File: src/rtl/stopwatch_pkg.sv
// Shared constants and encodings for the stopwatch timekeeping core.
package stopwatch_pkg;

   localparam int DIGIT_W     = 4;
   localparam int SEC_MAX_DEF = 59;
   localparam int MIN_MAX_DEF = 59;

   typedef enum logic [1:0] {
      ADJ_NONE = 2'b00,
      ADJ_MIN  = 2'b01,
      ADJ_SEC  = 2'b10
   } adj_field_e;

   typedef enum logic {
      ST_PAUSED = 1'b0,
      ST_RUN    = 1'b1
   } state_e;

endpackage

File: src/rtl/bcd_field_counter.sv
// Two-digit BCD counter that wraps from MAX to 00.
// The wrap flag is combinational so the next field can be carried into
// on the same clock edge.
module bcd_field_counter
   import stopwatch_pkg::*;
#(
   parameter int MAX = 59
) (
   input  logic               clk,
   input  logic               rst_n,
   input  logic               clr,
   input  logic               inc,
   output logic [DIGIT_W-1:0] ones,
   output logic [DIGIT_W-1:0] tens,
   output logic               wrap
);

   localparam logic [7:0] MAX_V = 8'(MAX);

   logic [DIGIT_W-1:0] ones_q, ones_d;
   logic [DIGIT_W-1:0] tens_q, tens_d;
   logic [7:0]         value;
   logic               at_max;
   logic               illegal;

   // Decode the current field and flag values that can only come from corruption.
   always_comb begin
      value   = 8'(tens_q) * 8'd10 + 8'(ones_q);
      at_max  = (value == MAX_V);
      illegal = (ones_q > 4'd9) || (tens_q > 4'd9) || (value > MAX_V);
   end

   // Next digit values; clear outranks increment, and an out-of-range field recovers to 00.
   always_comb begin
      ones_d = ones_q;
      tens_d = tens_q;
      wrap   = 1'b0;
      if (clr) begin
         ones_d = '0;
         tens_d = '0;
      end else if (inc) begin
         if (illegal || at_max) begin
            ones_d = '0;
            tens_d = '0;
            wrap   = at_max && !illegal;
         end else if (ones_q == 4'd9) begin
            ones_d = '0;
            tens_d = tens_q + 4'd1;
         end else begin
            ones_d = ones_q + 4'd1;
         end
      end
   end

   // Digit registers.
   always_ff @(posedge clk or negedge rst_n) begin
      if (!rst_n) begin
         ones_q <= '0;
         tens_q <= '0;
      end else begin
         ones_q <= ones_d;
         tens_q <= tens_d;
      end
   end

   assign ones = ones_q;
   assign tens = tens_q;

endmodule

File: src/rtl/stopwatch_counter.sv
// MM:SS stopwatch core: RUN/PAUSED control, normal counting on the 1 Hz
// tick and carry-free per-field adjustment on the 2 Hz tick.
module stopwatch_counter
   import stopwatch_pkg::*;
#(
   parameter int SEC_MAX      = SEC_MAX_DEF,
   parameter int MIN_MAX      = MIN_MAX_DEF,
   parameter bit RUN_AT_RESET = 1'b1
) (
   input  logic               clk,
   input  logic               rst_n,
   input  logic               tick_1hz,
   input  logic               tick_2hz,
   input  logic               pause,
   input  logic               clr,
   input  logic               adj,
   input  logic               sel,
   output logic [DIGIT_W-1:0] sec_1,
   output logic [DIGIT_W-1:0] sec_2,
   output logic [DIGIT_W-1:0] min_1,
   output logic [DIGIT_W-1:0] min_2,
   output logic               running,
   output logic [1:0]         adj_field
);

   localparam state_e RESET_STATE = RUN_AT_RESET ? ST_RUN : ST_PAUSED;

   state_e     state_q, state_d;
   adj_field_e adj_field_q, adj_field_d;
   logic       sec_inc;
   logic       min_inc;
   logic       sec_wrap;
   logic       min_wrap;

   // RUN/PAUSED next state; the pause pulse toggles regardless of mode or clear.
   always_comb begin
      state_d = state_q;
      if (pause) begin
         state_d = (state_q == ST_RUN) ? ST_PAUSED : ST_RUN;
      end
   end

   // Steer increments: adjust mode bumps one field with no carry, otherwise seconds carry into minutes.
   always_comb begin
      sec_inc = 1'b0;
      min_inc = 1'b0;
      if (adj) begin
         sec_inc = tick_2hz && sel;
         min_inc = tick_2hz && !sel;
      end else begin
         sec_inc = tick_1hz && (state_q == ST_RUN);
         min_inc = sec_wrap;
      end
   end

   // Which field the blink logic should flash.
   always_comb begin
      adj_field_d = ADJ_NONE;
      if (adj) begin
         adj_field_d = sel ? ADJ_SEC : ADJ_MIN;
      end
   end

   // State and adjust-field registers.
   always_ff @(posedge clk or negedge rst_n) begin
      if (!rst_n) begin
         state_q     <= RESET_STATE;
         adj_field_q <= ADJ_NONE;
      end else begin
         state_q     <= state_d;
         adj_field_q <= adj_field_d;
      end
   end

   bcd_field_counter #(.MAX(SEC_MAX)) u_sec (
      .clk   (clk),
      .rst_n (rst_n),
      .clr   (clr),
      .inc   (sec_inc),
      .ones  (sec_1),
      .tens  (sec_2),
      .wrap  (sec_wrap)
   );

   bcd_field_counter #(.MAX(MIN_MAX)) u_min (
      .clk   (clk),
      .rst_n (rst_n),
      .clr   (clr),
      .inc   (min_inc),
      .ones  (min_1),
      .tens  (min_2),
      .wrap  (min_wrap)
   );

   // The minutes wrap needs no action: the seconds/minutes wrap already lands on 00:00.
   logic unused_min_wrap;
   assign unused_min_wrap = min_wrap;

   assign running   = (state_q == ST_RUN);
   assign adj_field = adj_field_q;

endmodule

File: config.mk
export PLATFORM = sky130hd
export DESIGN_NAME = stopwatch_counter
export DESIGN_NICKNAME = d
export VERILOG_FILES = /design/src/rtl/stopwatch_pkg.sv /design/src/rtl/bcd_field_counter.sv /design/src/rtl/stopwatch_counter.sv
export SDC_FILE = /design/constraint.sdc
export NUM_CORES = 1
export LEC_CHECK = 0
export ABC_AREA = 1
export ABC_CLOCK_PERIOD_IN_PS = 3800
export BUFFER_PORTS_ARGS = -buffer_cell sky130_fd_sc_hd__buf_4
export CAP_MARGIN = 20
export CORE_ASPECT_RATIO = 1.2
export CORE_MARGIN = 3
export CORE_UTILIZATION = 25
export CTS_CLUSTER_DIAMETER = 120
export CTS_CLUSTER_SIZE = 28
export DETAILED_ROUTE_END_ITERATION = 6
export PLACE_DENSITY = 0.53
export SLEW_MARGIN = 5
export SYNTH_ARGS = -nofsm -noshare
export SYNTH_HDL_FRONTEND = slang
export SYNTH_SLANG_ARGS = --single-unit
export TNS_END_PERCENT = 100
File: constraint.sdc
create_clock -name clk -period 3.8 [get_ports clk]
set_clock_uncertainty 0.2 [all_clocks]
set_input_delay 0.19 -clock clk [delete_from_list [all_inputs] [get_ports clk]]
set_output_delay 0.19 -clock clk [all_outputs]
set_load 0.02 [all_outputs]
* Word level (Yosys, flattened, before mapping)
Index checks and enable logic that the tools add are counted.
** Operators by class
- Add/sub/neg operators :: 6
- Multipliers :: 2
- Magnitude comparators :: 6
- Equality and inequality tests :: 4
- Multiplexer cells :: 24
- Reduce and logical (&&, ||, !) cells :: 18
** Operator list (number)
- 2-to-1 mux 4 bit :: 16
- adder 4 x 1 -> 4 bit, second input constant :: 4
- adder 8 x 4 -> 8 bit :: 2
- == test 8 x 6 -> 1 bit, second input constant :: 2
- > comparator 4 bit, second input constant :: 4
- > comparator 8 x 6 -> 1 bit, second input constant :: 2
- multiplier 4 x 3 -> 7 bit, second input constant :: 2
- == test 4 bit, second input constant :: 2
- logical OR 1 bit :: 6
- 2-to-1 mux 1 bit :: 6
- nonzero test 3 bit :: 2
- logical AND 1 bit :: 4
- 2-to-1 mux 2 bit :: 2
- AND reduction 2 bit :: 2
- nonzero test 2 bit :: 2
- zero test 1 bit :: 2
** Storage, ports and cells
- Bits in registers :: 19
- Input bits :: 8
- Output and inout port bits :: 19
- Word-level logic and storage cells :: 66

* Longest topological paths before layout
- Depth in word-level cells :: 12
- Gate-level depth with buffers :: 16
- Depth with buffers taken out :: 16

* Hierarchy
A second synthesis with hierarchy kept.
** Unflattened totals
- Cell total of the unflattened synthesis :: 260
- Area total of the unflattened synthesis :: 1913.1 um^2
** By module, submodules not included
- bcd_field_counter :: times used 2, cells an instance 121, area each 885.8 um^2, sequential area each 200.2 um^2
- stopwatch_counter :: times used 1, cells an instance 18, area each 141.4 um^2, sequential area each 76.3 um^2

* Worst setup path before layout
Ideal clock, no wire load.
- Path kind :: reg-to-reg
- Start point :: register u_sec.tens_q[3] (netlist: u_sec.tens[3])
- End point :: register u_sec.tens_q[1] (netlist: u_sec.tens[1])
- Setup time :: 0.119 ns
- Data arrival time :: 2.414 ns
- Required time :: 3.481 ns
- Path slack :: 1.067 ns
- Stages on the path, launching flop included :: 15
- Buffers on the path :: 0
- Period minus slack after synthesis :: 2.733 ns
- Path through :: dfrtp_1 -> ha_1 -> ha_1 -> fa_1 -> nand2_1 -> nor2_1 -> nand2_1 -> nand2_1 -> nand2_1 -> nand2_2 -> nand2_4 -> nor2_4 -> nand3_4 -> nand3_1 -> nand2_1
** On the way
- Cells in the longest elaborated chain, start to end :: 8
- Elaborated cells between the ends (all ways) :: 13
- Classes of those cells :: add/sub: 1; mul: 1; order compare: 2; eq/ne: 1; mux: 3; reduce/logical: 5
** Ends and longest elaborated chain
- start: declaration :: RTL line bcd_field_counter.sv:21 : logic [DIGIT_W-1:0] tens_q, tens_d;
- start signal: assignment :: RTL line bcd_field_counter.sv:62 : tens_q <= tens_d;
- multiplier 4 x 3 -> 7 bit :: RTL line bcd_field_counter.sv:28 : value = 8'(tens_q) * 8'd10 + 8'(ones_q);
- adder 8 x 4 -> 8 bit :: RTL line bcd_field_counter.sv:28
- > comparator 8 x 6 -> 1 bit :: RTL line bcd_field_counter.sv:30 : illegal = (ones_q > 4'd9) || (tens_q > 4'd9) || (value > MAX_V);
- logical OR 1 bit :: RTL line bcd_field_counter.sv:30
- logical OR 1 bit * :: RTL line bcd_field_counter.sv:42 : if (illegal || at_max) begin
- 2-to-1 mux 4 bit :: RTL line bcd_field_counter.sv:42
- 2-to-1 mux 4 bit :: RTL line bcd_field_counter.sv:41 : end else if (inc) begin
- 2-to-1 mux 4 bit :: RTL line bcd_field_counter.sv:38 : if (clr) begin
Every way passes the cells marked *; elsewhere a longest branch is shown, timed or not. The select of a mux whose other input is x is not followed.
A chain may end at the register's enable or synchronous reset.

* Worst setup path in the final report
- Start point :: register u_sec.tens_q[1] (netlist: u_sec.tens[1])
- End point :: register u_min.tens_q[3] (netlist: u_min.tens[3])
** On the way
- Cells in the longest elaborated chain, start to end :: 12
- Elaborated cells between the ends (all ways) :: 16
- Classes of those cells :: add/sub: 1; mul: 1; order compare: 2; eq/ne: 1; mux: 4; reduce/logical: 7
** Ends and longest elaborated chain
- multiplier 4 x 3 -> 7 bit :: RTL line bcd_field_counter.sv:28
- adder 8 x 4 -> 8 bit :: RTL line bcd_field_counter.sv:28
- > comparator 8 x 6 -> 1 bit :: RTL line bcd_field_counter.sv:30
- logical OR 1 bit :: RTL line bcd_field_counter.sv:30
- zero test 1 bit :: RTL line bcd_field_counter.sv:45 : wrap = at_max && !illegal;
- logical AND 1 bit :: RTL line bcd_field_counter.sv:45
- 2-to-1 mux 1 bit * :: RTL line bcd_field_counter.sv:42
- 2-to-1 mux 1 bit * :: RTL line bcd_field_counter.sv:41
- 2-to-1 mux 1 bit * :: RTL line bcd_field_counter.sv:38
- 2-to-1 mux 1 bit * :: RTL line stopwatch_counter.sv:47 : if (adj) begin
- nonzero test 2 bit (no source line) *
- AND reduction 2 bit (no source line) *
- end signal: assignment :: RTL line bcd_field_counter.sv:62
- end: declaration :: RTL line bcd_field_counter.sv:21
Every way passes the cells marked *; elsewhere a longest branch is shown, timed or not.

==> flow_summary.json <==
{
  "fin_crit_ns": 2.91,
  "cell_internal_pwr_mw": 0.467,
  "grt_pass1_wl_um": 7900,
  "cap_violations": 0,
  "cp.arrival_ns": 2.86,
  "crit_path_max_fanout": 12,
  "grt_setup_unrepaired": "no",
  "drive_above_1_share_pct": 21.5,
  "wl_per_cell_um": 11.8,
  "nNetsFinal": 322,
  "dp_hpwl_um": 3550,
  "io_buffers": 26,
  "reg2reg_slack_ns": 0.89,
  "syn_inst": 256,
  "finalMaxSlewViolations": 0,
  "ctsResizeCount": 0,
  "holdPathEnd": "u_min.tens[2]$_DFFE_PN0P_",
  "placed_cell_area_sq_um": 2260,
  "clock-sinks": 19,
  "regToRegEndpoint": "u_min.tens[3]$_DFFE_PN0P_",
  "grt_start_max_net_pins": 20,
  "synth-seq-area-share_pct": 24.2,
  "post-place-ws_ns": 0.885,
  "cts_buffers": 3,
  "min_delay_path_depth": 4,
  "synth_fp_nets": 288,
  "synth-seq-cells": 19,
  "synth_area_sq_um": 1970,
  "clock_path_buffers": 2,
  "powerDensity_nw_per_um2": 346,
  "seqPwrFrac_pct": 38.4,
  "vias_per_cell": 4.51,
  "core_area_sq_um": 7440,
  "worst_pin_slew_ns": 0.416,
  "clock_power_share_pct": 17.8,
  "die_w_um": 87.0,
  "drc": 0,
  "place_congestion": 0.776,
  "core.rowCount": 34,
  "dieArea_sq_um": 8980,
  "ant_nets": 0,
  "switching_share_pct": 42.7,
  "cp-end-kind": "register",
  "postCtsSetupRepairBufs": 0,
  "clockRootBuffer": "clkbuf_8",
  "p_switching_mw": 0.348,
  "totalWireLength_um": 4490,
  "max_clock_freq_mhz": 344,
  "cts_tree": "yes",
  "htree_levels": 1,
  "yosys_warnings": 0,
  "finalSetupTns_ns": 0,
  "ir_drop_mv": 0.176,
  "finalCoreUtilization_pct": 31.6,
  "grt_pass1_vias": 1769,
  "drt_pass1_iterations": 4,
  "worst_slack_ns": 0.891,
  "io_pins": 27,
  "post-route-period-util_pct": 76.5,
  "rr_startpoint": "u_sec.tens[1]$_DFFE_PN0P_",
  "avgSynthCellArea_sq_um": 7.69,
  "pwr-share-comb_pct": 43.8,
  "vias": 1708,
  "critical_path_class": "register to register",
  "initial_utilization_pct": 26.5,
  "timing.hold.ws_ns": 0.0288,
  "grt.total_usage_pct": 11.1,
  "outcome": "finished, final reports clean",
  "area_growth_syn_to_layout_pct": 19.6,
  "start_kind": "register",
  "setup_viol": 0,
  "die_h_um": 103,
  "leakagePower_nw": 1.30,
  "power_mw": 0.815,
  "clk_pin_slew_worst_paths_ns": 0.08,
  "cp.required_ns": 3.75,
  "clock_latency_ns": 0.26,
  "insertedDiodeCount": 0,
  "slew-limit-headroom_pct": 72.1,
  "crit_start": "u_sec.tens[1]$_DFFE_PN0P_",
  "finalNonFillerCells": 379,
  "min_from": "clr",
  "hp-class": "input port to register",
  "timing.final.hold_violations": 0,
  "dp.cells": 370,
  "worstRegToRegCells": 14,
  "hold_buffers": 5,
  "synth_cell_types": 35,
  "fin_area_sq_um": 2350,
  "antenna_found_initial": 0,
  "drt_iter0_markers": 19,
  "grt_overflow": 0
}
==> cell type report <==
class                      instances  area (sq um)
tap                               90           113
inverter                          35           131
multi-input combinational        200          1340
clock inverter                     1          5.00
clock buffer                       3          41.3
timing repair buffer              31           245
fill                             792          5090
sequential                        19           477
==> metal layers <==
| layer | vias up | GRT usage (%) | share of wire (%) |
|---|---|---|---|
| met1 | 768 | 13.1 | 44 |
| met4 | 0 | 6.24 | 3.9 |
| met3 | 15 | 1.43 | 3.9 |
| met2 | 37 | 19.1 | 48 |
| met5 | - | 0 | 0 |
| li1 | 888 | - | - |
==> worst max-delay path by stage <==
stage,cells past startpoint,to,slack [ns]
3_5_place_dp,14,u_min.tens[3]$_DFFE_PN0P_,0.89
2_1_floorplan,14,u_sec.tens[1]$_DFFE_PN0P_,1.07
6_report,14,u_min.tens[3]$_DFFE_PN0P_,0.89
5_1_grt,14,u_min.tens[3]$_DFFE_PN0P_,0.65
3_3_place_gp,14,u_min.tens[2]$_DFFE_PN0P_,0.91
4_1_cts,14,u_min.tens[3]$_DFFE_PN0P_,0.86
==> worst max-delay path: stages (launching register included) <==
cell and delay, ns:
dfrtp_1 0.49, ha_1 0.34, ha_1 0.23, fa_1 0.54
nand2_1 0.08, nor2_1 0.08, nand2_1 0.07, nand2_1 0.06
nand2_1 0.05, nand2_2 0.14, nand4_4 0.14, nand2_4 0.16
nand2_2 0.09, nand2_1 0.06, nand2_1 0.06
==> state kept, by name (all words and copies together), names as in the netlist <==
| name | flops |
|---|---|
| u_min.tens | 4 |
| running | 1 |
| u_sec.ones | 4 |
| adj_field | 2 |
| u_sec.tens | 4 |
| u_min.ones | 4 |
==> cells in the mapped netlist <==
master	instances	area (sq um)
a21boi_0	1	7.51
a21o_1	2	15.0
a21oi_1	6	30.0
a21oi_4	1	16.3
a22oi_2	1	12.5
buf_4	1	7.51
buf_6	1	11.3
dfrtp_1	18	450
dfstp_2	1	26.3
fa_1	4	80.1
ha_1	20	250
inv_1	31	116
inv_2	4	15.0
nand2_1	69	259
nand2_2	7	43.8
nand2_4	4	45.0
nand3_1	27	135
nand3_2	2	20.0
nand3_4	1	17.5
nand3b_1	4	30.0
nand4_1	4	25.0
nand4_2	1	12.5
nand4_4	3	63.8
nor2_1	19	71.3
nor2_2	2	12.5
nor2_4	2	22.5
nor2_8	1	20.0
nor3_1	2	10.0
o21ai_0	1	5.00
o21ai_1	2	10.0
o21ai_2	1	8.76
o21bai_1	2	15.0
xnor2_1	1	8.76
xor2_1	9	78.8
xor2_2	1	16.3
==> cells in the final DEF, fill, tap and decap left out, drive strengths merged <==
| cell | n |
|---|---|
| a21boi | 1 |
| a21o | 2 |
| nor3 | 2 |
| clkbuf | 3 |
| fa | 4 |
| ha | 20 |
| nand4 | 8 |
| clkinv | 1 |
| nor2 | 24 |
| a22oi | 1 |
| xor2 | 10 |
| dfrtp | 18 |
| inv | 35 |
| a21oi | 7 |
| nand3 | 30 |
| xnor2 | 1 |
| dfstp | 1 |
| nand2 | 80 |
| o21bai | 2 |
| buf | 26 |
| o21ai | 4 |
| dlygate4sd3 | 5 |
| nand3b | 4 |
==> cells by family after synthesis <==
kind of cell             synth area share, %
AO/OA/AOI/OAI                           6.10
XOR/XNOR                                5.27
adder cells (fa/ha/maj)                 16.8
buffers and inverters                   7.62
flip-flops                              24.2
AND/OR/NAND/NOR                         40.0
==> power by group through the flow <==
stage	clock network, mW	logic (mW)	registers (mW)
floorplan	0	0.207	0.341
global placement	0	0.354	0.319
detailed placement	0	0.356	0.319
CTS	0.151	0.362	0.315
global route	0.159	0.409	0.322
finish	0.145	0.357	0.313
Note: power is estimated with default switching activity, not from simulation.
